==> src/rtl/addsub_acc_seq_if.sv <==
// Bundle of request, add/sub-stage and response signals for addsub_acc_seq.
interface addsub_acc_seq_if #(
    parameter int unsigned W = 16
);
    // Request handshake
    logic           in_valid;
    logic           in_ready;
    logic [1:0]     in_op;
    logic [W-1:0]   in_data;

    // Combinational add/sub stage
    logic [W-1:0]   add_a;
    logic [W-1:0]   add_b;
    logic           add_cin;
    logic           add_sub;
    logic [W-1:0]   add_sum;
    logic           add_cout;

    // Response handshake
    logic           out_valid;
    logic           out_ready;
    logic [W-1:0]   out_data;
    logic [3:0]     out_flags;

    // Accumulator side
    modport slave (
        input  in_valid, in_op, in_data, add_sum, add_cout, out_ready,
        output in_ready, add_a, add_b, add_cin, add_sub, out_valid, out_data, out_flags
    );

    // Requester / consumer / add-stage side
    modport master (
        output in_valid, in_op, in_data, add_sum, add_cout, out_ready,
        input  in_ready, add_a, add_b, add_cin, add_sub, out_valid, out_data, out_flags
    );
endinterface

==> src/rtl/addsub_acc_seq.sv <==
// Registered, flow-controlled accumulator wrapped around an external
// combinational add/sub stage: accept op -> drive stage -> capture -> respond.
module addsub_acc_seq #(
    parameter int unsigned W   = 16,
    parameter bit          SAT = 1'b0
) (
    input  logic              clk,
    input  logic              rst_n,
    addsub_acc_seq_if.slave   bus
);

    localparam int unsigned FW = 4;

    localparam logic [1:0] S_IDLE = 2'b00;
    localparam logic [1:0] S_EXEC = 2'b01;
    localparam logic [1:0] S_RESP = 2'b10;

    localparam logic [1:0] OP_LOAD  = 2'b00;
    localparam logic [1:0] OP_ADD   = 2'b01;
    localparam logic [1:0] OP_SUB   = 2'b10;
    localparam logic [1:0] OP_CLEAR = 2'b11;

    localparam logic [W-1:0] MOST_NEG = {1'b1, {(W-1){1'b0}}};
    localparam logic [W-1:0] MOST_POS = {1'b0, {(W-1){1'b1}}};

    logic [1:0]     state_q,     state_d;
    logic [W-1:0]   acc_q,       acc_d;
    logic [W-1:0]   opnd_q,      opnd_d;
    logic [1:0]     op_q,        op_d;
    logic           sub_q,       sub_d;
    logic           in_ready_q,  in_ready_d;
    logic           out_valid_q, out_valid_d;
    logic [W-1:0]   out_data_q,  out_data_d;
    logic [FW-1:0]  flags_q,     flags_d;

    logic [W-1:0]   res_c;
    logic           carry_c;
    logic           ovf_c;

    // Result of the op in EXEC: new accumulator value, carry and signed overflow
    always_comb begin
        res_c   = acc_q;
        carry_c = 1'b0;
        ovf_c   = 1'b0;
        case (op_q)
            OP_LOAD: begin
                res_c = opnd_q;
            end
            OP_ADD: begin
                res_c   = bus.add_sum;
                carry_c = bus.add_cout;
                ovf_c   = (acc_q[W-1] == opnd_q[W-1]) && (bus.add_sum[W-1] != acc_q[W-1]);
            end
            OP_SUB: begin
                res_c   = bus.add_sum;
                carry_c = bus.add_cout;
                ovf_c   = (acc_q[W-1] != opnd_q[W-1]) && (bus.add_sum[W-1] != acc_q[W-1]);
            end
            default: begin
                res_c = '0;
            end
        endcase
        // Clamp toward the sign of the original accumulator; V stays reported
        if (SAT && ovf_c) begin
            res_c = acc_q[W-1] ? MOST_NEG : MOST_POS;
        end
    end

    // Next-state and next-register values for IDLE -> EXEC -> RESP -> IDLE
    always_comb begin
        state_d     = state_q;
        acc_d       = acc_q;
        opnd_d      = opnd_q;
        op_d        = op_q;
        sub_d       = sub_q;
        in_ready_d  = in_ready_q;
        out_valid_d = out_valid_q;
        out_data_d  = out_data_q;
        flags_d     = flags_q;
        case (state_q)
            S_IDLE: begin
                if (bus.in_valid && in_ready_q) begin
                    op_d       = bus.in_op;
                    opnd_d     = bus.in_data;
                    sub_d      = (bus.in_op == OP_SUB);
                    in_ready_d = 1'b0;
                    state_d    = S_EXEC;
                end
            end
            S_EXEC: begin
                acc_d       = res_c;
                out_data_d  = res_c;
                flags_d     = {carry_c, ovf_c, res_c[W-1], (res_c == '0)};
                out_valid_d = 1'b1;
                state_d     = S_RESP;
            end
            S_RESP: begin
                if (bus.out_ready) begin
                    out_valid_d = 1'b0;
                    in_ready_d  = 1'b1;
                    state_d     = S_IDLE;
                end
            end
            default: begin
                out_valid_d = 1'b0;
                in_ready_d  = 1'b1;
                state_d     = S_IDLE;
            end
        endcase
    end

    // State and datapath registers with synchronous active-low reset
    always_ff @(posedge clk) begin
        if (!rst_n) begin
            state_q     <= S_IDLE;
            acc_q       <= '0;
            opnd_q      <= '0;
            op_q        <= OP_LOAD;
            sub_q       <= 1'b0;
            in_ready_q  <= 1'b1;
            out_valid_q <= 1'b0;
            out_data_q  <= '0;
            flags_q     <= '0;
        end else begin
            state_q     <= state_d;
            acc_q       <= acc_d;
            opnd_q      <= opnd_d;
            op_q        <= op_d;
            sub_q       <= sub_d;
            in_ready_q  <= in_ready_d;
            out_valid_q <= out_valid_d;
            out_data_q  <= out_data_d;
            flags_q     <= flags_d;
        end
    end

    // Add/sub stage is fed straight from registers, so it holds outside EXEC
    assign bus.add_a     = acc_q;
    assign bus.add_b     = opnd_q;
    assign bus.add_sub   = sub_q;
    assign bus.add_cin   = 1'b0;

    assign bus.in_ready  = in_ready_q;
    assign bus.out_valid = out_valid_q;
    assign bus.out_data  = out_data_q;
    assign bus.out_flags = flags_q;

endmodule

==> src/flat_wrapper.sv <==
// flat-port wrapper written by rule: the top's interface ports become plain ports
module addsub_acc_seq_flat 
#(
    parameter int unsigned W   = 16,
    parameter bit          SAT = 1'b0
)
  (clk, rst_n, bus_in_valid, bus_in_op, bus_in_data, bus_add_sum, bus_add_cout, bus_out_ready, bus_in_ready, bus_add_a, bus_add_b, bus_add_cin, bus_add_sub, bus_out_valid, bus_out_data, bus_out_flags);
  addsub_acc_seq_if #(.W(W)) bus_i ();
  input  logic clk;
  input  logic rst_n;
  input wire logic [$bits(bus_i.in_valid)-1:0] bus_in_valid;
  input wire logic [$bits(bus_i.in_op)-1:0] bus_in_op;
  input wire logic [$bits(bus_i.in_data)-1:0] bus_in_data;
  input wire logic [$bits(bus_i.add_sum)-1:0] bus_add_sum;
  input wire logic [$bits(bus_i.add_cout)-1:0] bus_add_cout;
  input wire logic [$bits(bus_i.out_ready)-1:0] bus_out_ready;
  output wire logic [$bits(bus_i.in_ready)-1:0] bus_in_ready;
  output wire logic [$bits(bus_i.add_a)-1:0] bus_add_a;
  output wire logic [$bits(bus_i.add_b)-1:0] bus_add_b;
  output wire logic [$bits(bus_i.add_cin)-1:0] bus_add_cin;
  output wire logic [$bits(bus_i.add_sub)-1:0] bus_add_sub;
  output wire logic [$bits(bus_i.out_valid)-1:0] bus_out_valid;
  output wire logic [$bits(bus_i.out_data)-1:0] bus_out_data;
  output wire logic [$bits(bus_i.out_flags)-1:0] bus_out_flags;
  assign bus_i.in_valid = bus_in_valid;
  assign bus_i.in_op = bus_in_op;
  assign bus_i.in_data = bus_in_data;
  assign bus_i.add_sum = bus_add_sum;
  assign bus_i.add_cout = bus_add_cout;
  assign bus_i.out_ready = bus_out_ready;
  assign bus_in_ready = bus_i.in_ready;
  assign bus_add_a = bus_i.add_a;
  assign bus_add_b = bus_i.add_b;
  assign bus_add_cin = bus_i.add_cin;
  assign bus_add_sub = bus_i.add_sub;
  assign bus_out_valid = bus_i.out_valid;
  assign bus_out_data = bus_i.out_data;
  assign bus_out_flags = bus_i.out_flags;
  addsub_acc_seq #(.W(W), .SAT(SAT)) u_core (.clk(clk), .rst_n(rst_n), .bus(bus_i));
endmodule
==> config.mk <==
export PLATFORM = sky130hd
export DESIGN_NAME = addsub_acc_seq_flat
export DESIGN_NICKNAME = d
export VERILOG_FILES = /design/src/rtl/addsub_acc_seq_if.sv /design/src/rtl/addsub_acc_seq.sv /design/src/flat_wrapper.sv
export SDC_FILE = /design/constraint.sdc
export NUM_CORES = 1
export LEC_CHECK = 0
export ABC_AREA = 1
export BUFFER_PORTS_ARGS = -buffer_cell sky130_fd_sc_hd__buf_2
export CORE_MARGIN = 5
export CORE_UTILIZATION = 25
export CTS_BUF_LIST = sky130_fd_sc_hd__clkbuf_4
export DETAILED_ROUTE_END_ITERATION = 12
export PLACE_DENSITY_LB_ADDON = 0.12
export REMOVE_ABC_BUFFERS = 1
export SLEW_MARGIN = 20
export SYNTH_ARGS = -nofsm -noshare
export SYNTH_HDL_FRONTEND = slang
export SYNTH_SLANG_ARGS = --single-unit
==> constraint.sdc <==
create_clock -name clk -period 4.5 [get_ports clk]
set_input_delay 0.45 -clock clk [delete_from_list [all_inputs] [get_ports clk]]
set_output_delay 0.45 -clock clk [all_outputs]
set_load 0.1 [all_outputs]
Yosys cells after proc, flatten, opt, wreduce, memory -nomap -nowiden. Index checks and enable logic that the tools add are counted.

Eq/ne operators: 10. Multiplexer cells: 11. Bitwise gates (word level): 2. Reductions and logical operators: 11.

Operators by type and width (number): 16-bit one-hot mux with 2 select lines (1); 16-bit zero test (1); 2-bit equality test (second input constant) (3); 1-bit one-hot mux with 3 select lines (2); 2-bit one-hot mux with 3 select lines (1); 2-bit AND reduction (3); 2-bit by 1-bit equality test with 1-bit output (second input constant) (2); 2-bit zero test (2); 1-bit 2-to-1 mux (4); 2-bit 2-to-1 mux (2); 1-bit logical AND (3); 3-bit AND reduction (1); 1-bit inequality test (2); 2-bit by 1-bit inequality test with 1-bit output (second input constant) (1); 2-bit inequality test (second input constant) (1); 1-bit NOT (2); 1-bit one-hot mux with 2 select lines (1); 2-bit OR reduction (1); 1-bit equality test (1).

Input port bits: 39. Output and inout bits: 56. Word-level logic and storage cells: 42. Register bits after elaboration: 43.

Logic depth before layout (Yosys ltp). Gate-level depths: netlist (run 1).

Depth after elaboration: 4. Depth in mapped cells: 12. Depth with buffers taken out: 11.

Worst setup path after synthesis (run 1). No wires, ideal clock.

Path kind: register to output. Start: reg u_core.bus.out_flags[1] (netlist name). End: out bus_out_data[15]. Path buffers: 1. Setup slack: 2.634 ns. Required time: 4.050 ns. Data arrival time: 1.416 ns. Stages on the path, launching flop included: 2. Cell sequence: dfxtp_1 buf_4.

RTL lines: to (decl) (line flat_wrapper.sv:23) `output wire logic [$bits(bus_i.out_data)-1:0] bus_out_data;`.

Worst setup path in the final report (run 1).
Start: reg u_core.op_q[0]. End: reg u_core.flags_q[0] (netlist: u_core.bus.out_flags[0]).

Word-level cells in the longest chain between the ends: 4. Elaborated cells between the ends (all ways): 6. Classes of those cells: eq/ne: 2; mux: 1; reduce/logical: 3.

Ends and longest elaborated chain: from (decl) (line addsub_acc_seq.sv:29) `logic [1:0] op_q, op_d;`; from (signal assigned) (line addsub_acc_seq.sv:128) `op_q <= op_d;`; 2-bit by 1-bit equality test with 1-bit output / 2-bit equality test (equally long branches) (line addsub_acc_seq.sv:45) `case (op_q)`; 2-bit OR reduction (no source line); 16-bit one-hot mux with 2 select lines * (line addsub_acc_seq.sv:45); 16-bit zero test * (line addsub_acc_seq.sv:93) `flags_d = {carry_c, ovf_c, res_c[W-1], (res_c == '0)};`; to (signal assigned) (line addsub_acc_seq.sv:133) `flags_q <= flags_d;`; to (decl) (line addsub_acc_seq.sv:34) `logic [FW-1:0] flags_q, flags_d;`.

Every way passes the cells marked *; elsewhere a longest branch is shown, timed or not. A chain may end at the register's enable or synchronous reset.

==> metrics.md, run 1 <==
| Metric | Value |
|---|---|
| Layout cells sized above 1 | 30.9% |
| Detailed route wirelength on metal3 | 316 µm |
| Clock tree from TritonCTS | built |
| Post-synth cell types | 23 |
| Number of instances in the synthesized netlist | 279 |
| Syn-to-layout area delta | 25.0% |
| Antenna viol nets, final | 0 |
| Deepest level of the CTS H-tree | 2 |
| FF/Latch Area | 841 µm² |
| Post-synthesis sequential element count | 42 |
| Slew margin rel. | 63.2% |
| Starting density of the core | 25.5% |
| # Max-Cap Violations | 0 |
| Number of global-route vias before repair | 1889 |
| CP max stage cell | sky130_fd_sc_hd__ha_1 |
| Cell area after synthesis | 0.00196 mm² |
| Total number of nets in the final design | 390 |
| Static leakage | 0.00124 µW |
| Final routed wirelength across all metal layers | 5680 µm |
| Die width | 98.5 µm |
| Min-Delay Path Class | in2reg |
| Total power of the final layout | 1290 µW |
| Uppermost signal routing layer after detailed routing | met4 |
| Clock root buffer | sky130_fd_sc_hd__clkbuf_4 |
| Detailed-route via count | 1860 |
| Power Internal | 673 µW |
| Final hold vios | 0 |
| DR WL/cell | 12.6 µm |
| Share of the yosys chip area belonging to registers | 42.9% |
| Worst hold slack | 0.312 ns |
| Pin count of the biggest net entering global routing | 36 |
| Slew Viols, Final | 0 |
| Fill count | 892 |
| Initial antenna violation count | 0 |
| Biggest cell delay along the critical path | 0.61 ns |
| Port bufs | 93 |
| Vias per std cell | 4.12 |
| Post CTS Setup Buffer Count | 0 |
| Data required time of the critical path | 4.76 ns |
| Run status | complete, no violations |
| Total congestion overflow | 0 |
| Register share of total power | 33.6% |
| Detail Placement HPWL | 4290 µm |
| Worst-margin pin slew | 0.551 ns |
| Pre-Repair DR Iteration Count | 4 |
| Number of CTS-inserted buffers | 5 |
| Startpoint type of the worst setup path | flip-flop |
| Clk sink count | 42 |
| Mean instance size in the synthesized netlist | 7.02 µm² |
| CP most frequent cell | sky130_fd_sc_hd__nand2_1 |
| CTS resizes | 0 |
| Combinational share of power | 43.4% |
| Portion of the clock cycle consumed by the worst path in the final layout | 40.7% |
| Worst Setup Path Type | reg2reg |
| Cell-by-cell trace of the critical path | inv_1 > ha_1 > nand2_1 > a21oi_1 > nor2_1 > nand2_1 > nor2_1 > nand2_1 > a21oi_2 |
| Core ar. | 0.00769 mm² |
| Vertical die dimension | 98.5 µm |
| Fraction of power spent switching nets | 48.0% |
| Clock transition time at the flip-flop clock pins of the worst setup and hold paths | 0.13 ns |
| Area taken by multi-input logic gates | 860 µm² |
| Hold_buf cts | 0 |
| Skew final | 0.0138 ns |
| Number of rows created at floorplan | 32 |
| Total global-route track usage | 11.9% |
| IO Count | 95 |
| Crit path capture type | flip-flop |
| Max Clk Rate | 546 MHz |
| Switching power | 621 µW |
| Worst Path Max Fanout | 18 |
| Routed length on met1 | 2740 µm |
| Maximum root-to-sink buffer count | 2 |
| Global-route wire length before repair | 9470 µm |
| Number of DRC markers in iteration 0 | 37 |
| Unrepaired setup endpoints after global routing | no |
| Weighted congestion at the end of routability-driven global placement | 0.775 |
| Peak supply drop | 135 µV |
| Shortest clock period the worst path allows after layout | 1.83 ns |
| Arrival time worst endpoint | 2.09 ns |
| Clock insertion delay at the later pin of the skew report | 0.36 ns |
| Yosys warnings | 0 |
| Diode insertion count for antenna repair | 0 |
| Wire length on met2 | 2540 µm |
| Cell Pwr Density | 529 mW/mm² |
| Total DRC errors in the routed layout | 0 |
| Setup total negative slack | 0 ns |
| Die area | 0.00970 mm² |
| Clk network pwr share | 22.9% |
| Final setup fails | 0 |
[cells in the mapped netlist, drive strengths merged]
cell	count	area [µm²]
nor2	63	236
or2	1	6.26
clkbuf	4	15.0
dfxtp	42	841
o211ai	1	7.51
a21oi	26	134
o21ai	35	175
nand3	3	15.0
buf	28	198
xnor2	1	8.76
ha	3	37.5
conb	1	3.75
nor3	2	15.0
a21o	1	7.51
nand2	56	213
inv	12	45.0
[worst paths after layout]
| check | slack, ns | cells after the start | start | to |
|---|---|---|---|---|
| worst min register to register | 0.48 | 2 | u_core.bus.add_sub | u_core.bus.add_sub |
| worst max-delay path | 2.67 | 9 | u_core.op_q[0] | u_core.bus.out_flags[0] |
| worst min-delay path | 0.31 | 3 | bus_in_data[13] | u_core.bus.add_b[13] |
| worst max register to register | 2.67 | 9 | u_core.op_q[0] | u_core.bus.out_flags[0] |
[registers in the layout, summed over array words and instances (netlist names)]
name,flops
u_core.bus.add_a,15
u_core.bus.add_b,16
u_core.bus.add_sub,1
u_core.bus.in_ready,1
u_core.bus.out_flags,4
u_core.bus.out_valid,1
u_core.op_q,2
u_core.state_q,2
[placed cells by master, fill, tap and decap left out, types with 2 or more instances in the layout]
| cell | instances |
|---|---|
| sky130_fd_sc_hd__a21oi_1 | 25 |
| sky130_fd_sc_hd__buf_2 | 93 |
| sky130_fd_sc_hd__bufinv_16 | 2 |
| sky130_fd_sc_hd__clkbuf_4 | 5 |
| sky130_fd_sc_hd__dfxtp_1 | 42 |
| sky130_fd_sc_hd__ha_1 | 3 |
| sky130_fd_sc_hd__inv_1 | 9 |
| sky130_fd_sc_hd__inv_2 | 3 |
| sky130_fd_sc_hd__nand2_1 | 55 |
| sky130_fd_sc_hd__nand3_1 | 3 |
| sky130_fd_sc_hd__nor2_1 | 63 |
| sky130_fd_sc_hd__o21ai_0 | 33 |
| sky130_fd_sc_hd__o21ai_1 | 2 |
[stage by stage]
| step | setup WS [ns] | util [%] | area, µm² | std cells |
|---|---|---|---|---|
| global route | 2.48 | 31.8 | 2450 | 451 |
| CTS | 2.66 | 31.8 | 2450 | 451 |
| detailed placement | 2.67 | 30.5 | 2350 | 443 |
| global placement | 2.68 | 30.5 | 2350 | 443 |
| finish | 2.67 | 31.8 | 2450 | 451 |
| floorplan | 1.67 | - | 1750 | 247 |
[worst max-delay path: cells and delay by family (launching register included)]
family                     cells  cell delay [ns]
DFF                            1             0.38
AOI/OAI and AO/OA              2             0.30
and+or+nand+nor                5             0.37
buffers and inverters          1             0.07
adders and majority gates      1             0.61
[layer usage]
metal  GRT usage [%]  up-vias
met3            2.76        8
met2            18.5       55
met1            16.4      785
met4            3.89        0
met5               0        -
li1                -     1012
[cell type report]
cell class / instances / share of cell area, %
inverter: 12 / 1.84
timing repair buffer: 94 / 19.3
multi-input combinational: 193 / 35.1
tap: 102 / 5.21
sequential: 42 / 34.4
clock buffer: 5 / 1.53
clock inverter: 3 / 2.61
[power groups by stage]
stage                     Sequential (µW)  Combinational, µW  Clock (µW)
final                                 435                562         297
after global routing                  443                598         326
after CTS                             436                569         310
after detailed placement              444                568           0
after global placement                444                568           0
after floorplan                       776                124           0
[cell families after synthesis]
family                   synth area share, %
AND/OR/NAND/NOR                         24.8
AO/OA/AOI/OAI                           16.5
buffers and inverters                   13.2
flip-flops                              42.9
adder cells (fa/ha/maj)                 1.92
XOR/XNOR                               0.447
other                                  0.192
Note: power is estimated with default switching activity, not from simulation.
==> run 2, diff against run 1 <==
==> constraint.sdc (replaced) <==
create_clock -name clk -period 1.8 [get_ports clk]
set_input_delay 0.18 -clock clk [delete_from_list [all_inputs] [get_ports clk]]
set_output_delay 0.18 -clock clk [all_outputs]
set_load 0.1 [all_outputs]
==> run 2 against run 1 <==
Worst hold slack worse by 0.27 ns. Combinational power rose to 2.5 times the previous value. Cell area up 2.1%. Non-clock buffer count up 5. Clock skew down 0.0026 ns. Critical path type unchanged. Largest cell class unchanged. Highest routed layer unchanged.
==> metrics.md, run 2 (synthesis results as in run 1) <==
| Metric | Value |
|---|---|
| Uppermost signal routing layer after detailed routing | met4 (unchanged) |
| Worst Slack Setup Final | 0.220 ns (was 2.67 ns) |
| Antenna viol nets, final | 0 (unchanged) |
| Core ar. | 0.00769 mm² (unchanged) |
| Switching power | 1560 µW (was 621 µW) |
| Peak supply drop | 431 µV (was 135 µV) |
| Die width | 98.5 µm (unchanged) |
| Global-route wire length before repair | 9730 µm (was 9470 µm) |
| Non-Filler Cell Area, Final | 0.00250 mm² (was 0.00245 mm²) |
| Number of DRC markers in iteration 0 | 42 (was 37) |
| Static leakage | 0.00127 µW (was 0.00124 µW) |
| Shortest clock period the worst path allows after layout | 1.58 ns (was 1.83 ns) |
| Placement Setup Slack | 0.131 ns (was 2.67 ns) |
| Die area | 0.00970 mm² (unchanged) |
| Cell Pwr Density | 1310 mW/mm² (was 529 mW/mm²) |
| Detailed route wirelength on metal3 | 310 µm (was 316 µm) |
| Detail Placement HPWL | 4550 µm (was 4290 µm) |
| Pre-Repair DR Iteration Count | 4 (unchanged) |
| Clock insertion delay at the later pin of the skew report | 0.36 ns (about the same) |
| Routed length on met1 | 2750 µm (was 2740 µm) |
| Largest register FFs | 16 (unchanged) |
| Total power of the final layout | 3270 µW (was 1290 µW) |
| Portion of the clock cycle consumed by the worst path in the final layout | 87.8% (was 40.7%) |
| Startpoint type of the worst setup path | flip-flop (unchanged) |
| Pin count of the biggest net entering global routing | 29 (was 36) |
| Vertical die dimension | 98.5 µm (unchanged) |
| Weighted congestion at the end of routability-driven global placement | 0.770 (was 0.775) |
| Worst Setup Path Type | reg2reg (unchanged) |
| Total global-route track usage | 12.4% (was 11.9%) |
| Skew final | 0.0113 ns (was 0.0138 ns) |
| Count of cells along the worst register-to-register path | 10 (was 9) |
| Max Clk Rate | 633 MHz (was 546 MHz) |
| Initial antenna violation count | 0 (unchanged) |
| Deepest level of the CTS H-tree | 2 (unchanged) |
| Diode insertion count for antenna repair | 0 (unchanged) |
| Setup total negative slack | 0 ns (unchanged) |
| Clock tree from TritonCTS | built (unchanged) |
| Total congestion overflow | 0 (unchanged) |
| Total DRC errors in the routed layout | 0 (unchanged) |
| Arrival time worst endpoint | 1.84 ns (was 2.09 ns) |
| Worst Path Max Fanout | 18 (unchanged) |
| Clock transition time at the flip-flop clock pins of the worst setup and hold paths | 0.13 ns (about the same) |
| Fill count | 904 (was 892) |
| Final standard cell utilization of the core | 32.5% (was 31.8%) |
| Post CTS Setup Buffer Count | 0 (unchanged) |
| Fraction of power spent switching nets | 47.8% (was 48.0%) |
| Power Internal | 1710 µW (was 673 µW) |
| Final hold vios | 0 (unchanged) |
| Slew Viols, Final | 0 (unchanged) |
| Crit path capture type | flip-flop (unchanged) |
| Layout cells sized above 1 | 32.2% (was 30.9%) |
| Min-Delay Path Class | in2reg (unchanged) |
| Unrepaired setup endpoints after global routing | no (unchanged) |
| Leading cell types in the layout, fill and taps excluded | sky130_fd_sc_hd__buf_2 (93), sky130_fd_sc_hd__nor2_1 (63), sky130_fd_sc_hd__nand2_1 (55) (unchanged) |
| Starting density of the core | 25.5% (unchanged) |
| IO Count | 95 (unchanged) |
| Total number of nets in the final design | 395 (was 390) |
| Detailed-route via count | 1903 (was 1860) |
| DR WL/cell | 12.8 µm (was 12.6 µm) |
| Maximum root-to-sink buffer count | 2 (unchanged) |
| Register share of total power | 33.4% (was 33.6%) |
| # Max-Cap Violations | 0 (unchanged) |
| Number of rows created at floorplan | 32 (unchanged) |
| Final setup fails | 0 (unchanged) |
| Clock root buffer | sky130_fd_sc_hd__clkbuf_4 (unchanged) |
| Number of global-route vias before repair | 1907 (was 1889) |
| Number of instances on the worst hold path | 3 (unchanged) |
| Wire length on met2 | 2670 µm (was 2540 µm) |
| Placed instance area | 0.00240 mm² (was 0.00235 mm²) |
| Data required time of the critical path | 2.06 ns (was 4.76 ns) |
| Port bufs | 93 (unchanged) |
| Combinational share of power | 43.9% (was 43.4%) |
| Syn-to-layout area delta | 27.7% (was 25.0%) |
| Clk sink count | 42 (unchanged) |
| Number of CTS-inserted buffers | 5 (unchanged) |
| Vias per std cell | 4.17 (was 4.12) |
| Most common library cell in the layout ignoring fill and taps | sky130_fd_sc_hd__buf_2 (unchanged) |
| Run status | complete, no violations (unchanged) |
| Final routed wirelength across all metal layers | 5830 µm (was 5680 µm) |
| Clk network pwr share | 22.7% (was 22.9%) |
run 2: per-layer routing:
metal | track usage [%] | vias to the layer above
met1 | 16.8 | 829
li1 | - | 1019
met2 | 19.4 | 49
met5 | 0 | -
met3 | 3.04 | 6
met4 | 4.10 | 0
run 2: critical path, cell delays in order (launching register included):
cell                      delay (ns)
sky130_fd_sc_hd__dfxtp_1        0.40
sky130_fd_sc_hd__inv_1          0.06
sky130_fd_sc_hd__ha_2           0.34
sky130_fd_sc_hd__buf_12         0.14
sky130_fd_sc_hd__nand2_1        0.06
sky130_fd_sc_hd__a21oi_1        0.19
sky130_fd_sc_hd__nor2_1         0.07
sky130_fd_sc_hd__nand2_1        0.07
sky130_fd_sc_hd__nor2_1         0.04
sky130_fd_sc_hd__nand2_1        0.06
sky130_fd_sc_hd__a21oi_2        0.05
run 2: stage by stage:
step / std cells / hold WS, ns
finish: 456 / 0.0428
detailed placement: 448 / 0.412
global route: 456 / 0.0331
CTS: 456 / 0.0318
global placement: 448 / 0.405
floorplan: 247 / 0.315
run 2: path summary, 6_finish.rpt:
path / slack, ns / startpoint / to
worst min register to register: 0.48 / u_core.bus.add_sub / u_core.bus.add_sub
worst max-delay path: 0.22 / u_core.op_q[1] / u_core.bus.out_flags[0]
worst min-delay path: 0.04 / bus_in_data[1] / u_core.bus.add_b[1]
worst max register to register: 0.22 / u_core.op_q[1] / u_core.bus.out_flags[0]
run 2: what timing repair did:
action / 4_1_cts / 5_1_grt
gates resized for setup: 0 / 1
endpoints found under the setup margin: 0 / 1
hold endpoints to repair: 0 / 0
hold buffers: 0 / 0
run 2: final cells by class:
cell class | instances | area, µm² | share of cell area (%)
multi-input combinational | 193 | 862 | 34.5
inverter | 12 | 45.0 | 1.80
clock buffer | 5 | 37.5 | 1.50
tap | 102 | 128 | 5.11
clock inverter | 3 | 63.8 | 2.55
sequential | 42 | 841 | 33.6
timing repair buffer | 99 | 523 | 20.9
run 2: power by group through the flow:
stage | combinational, µW | clock, µW | sequential [µW]
floorplan | 309 | 0 | 1940
global placement | 1440 | 0 | 1110
detailed placement | 1440 | 0 | 1110
CTS | 1450 | 776 | 1090
global route | 1530 | 818 | 1110
finish | 1430 | 742 | 1090
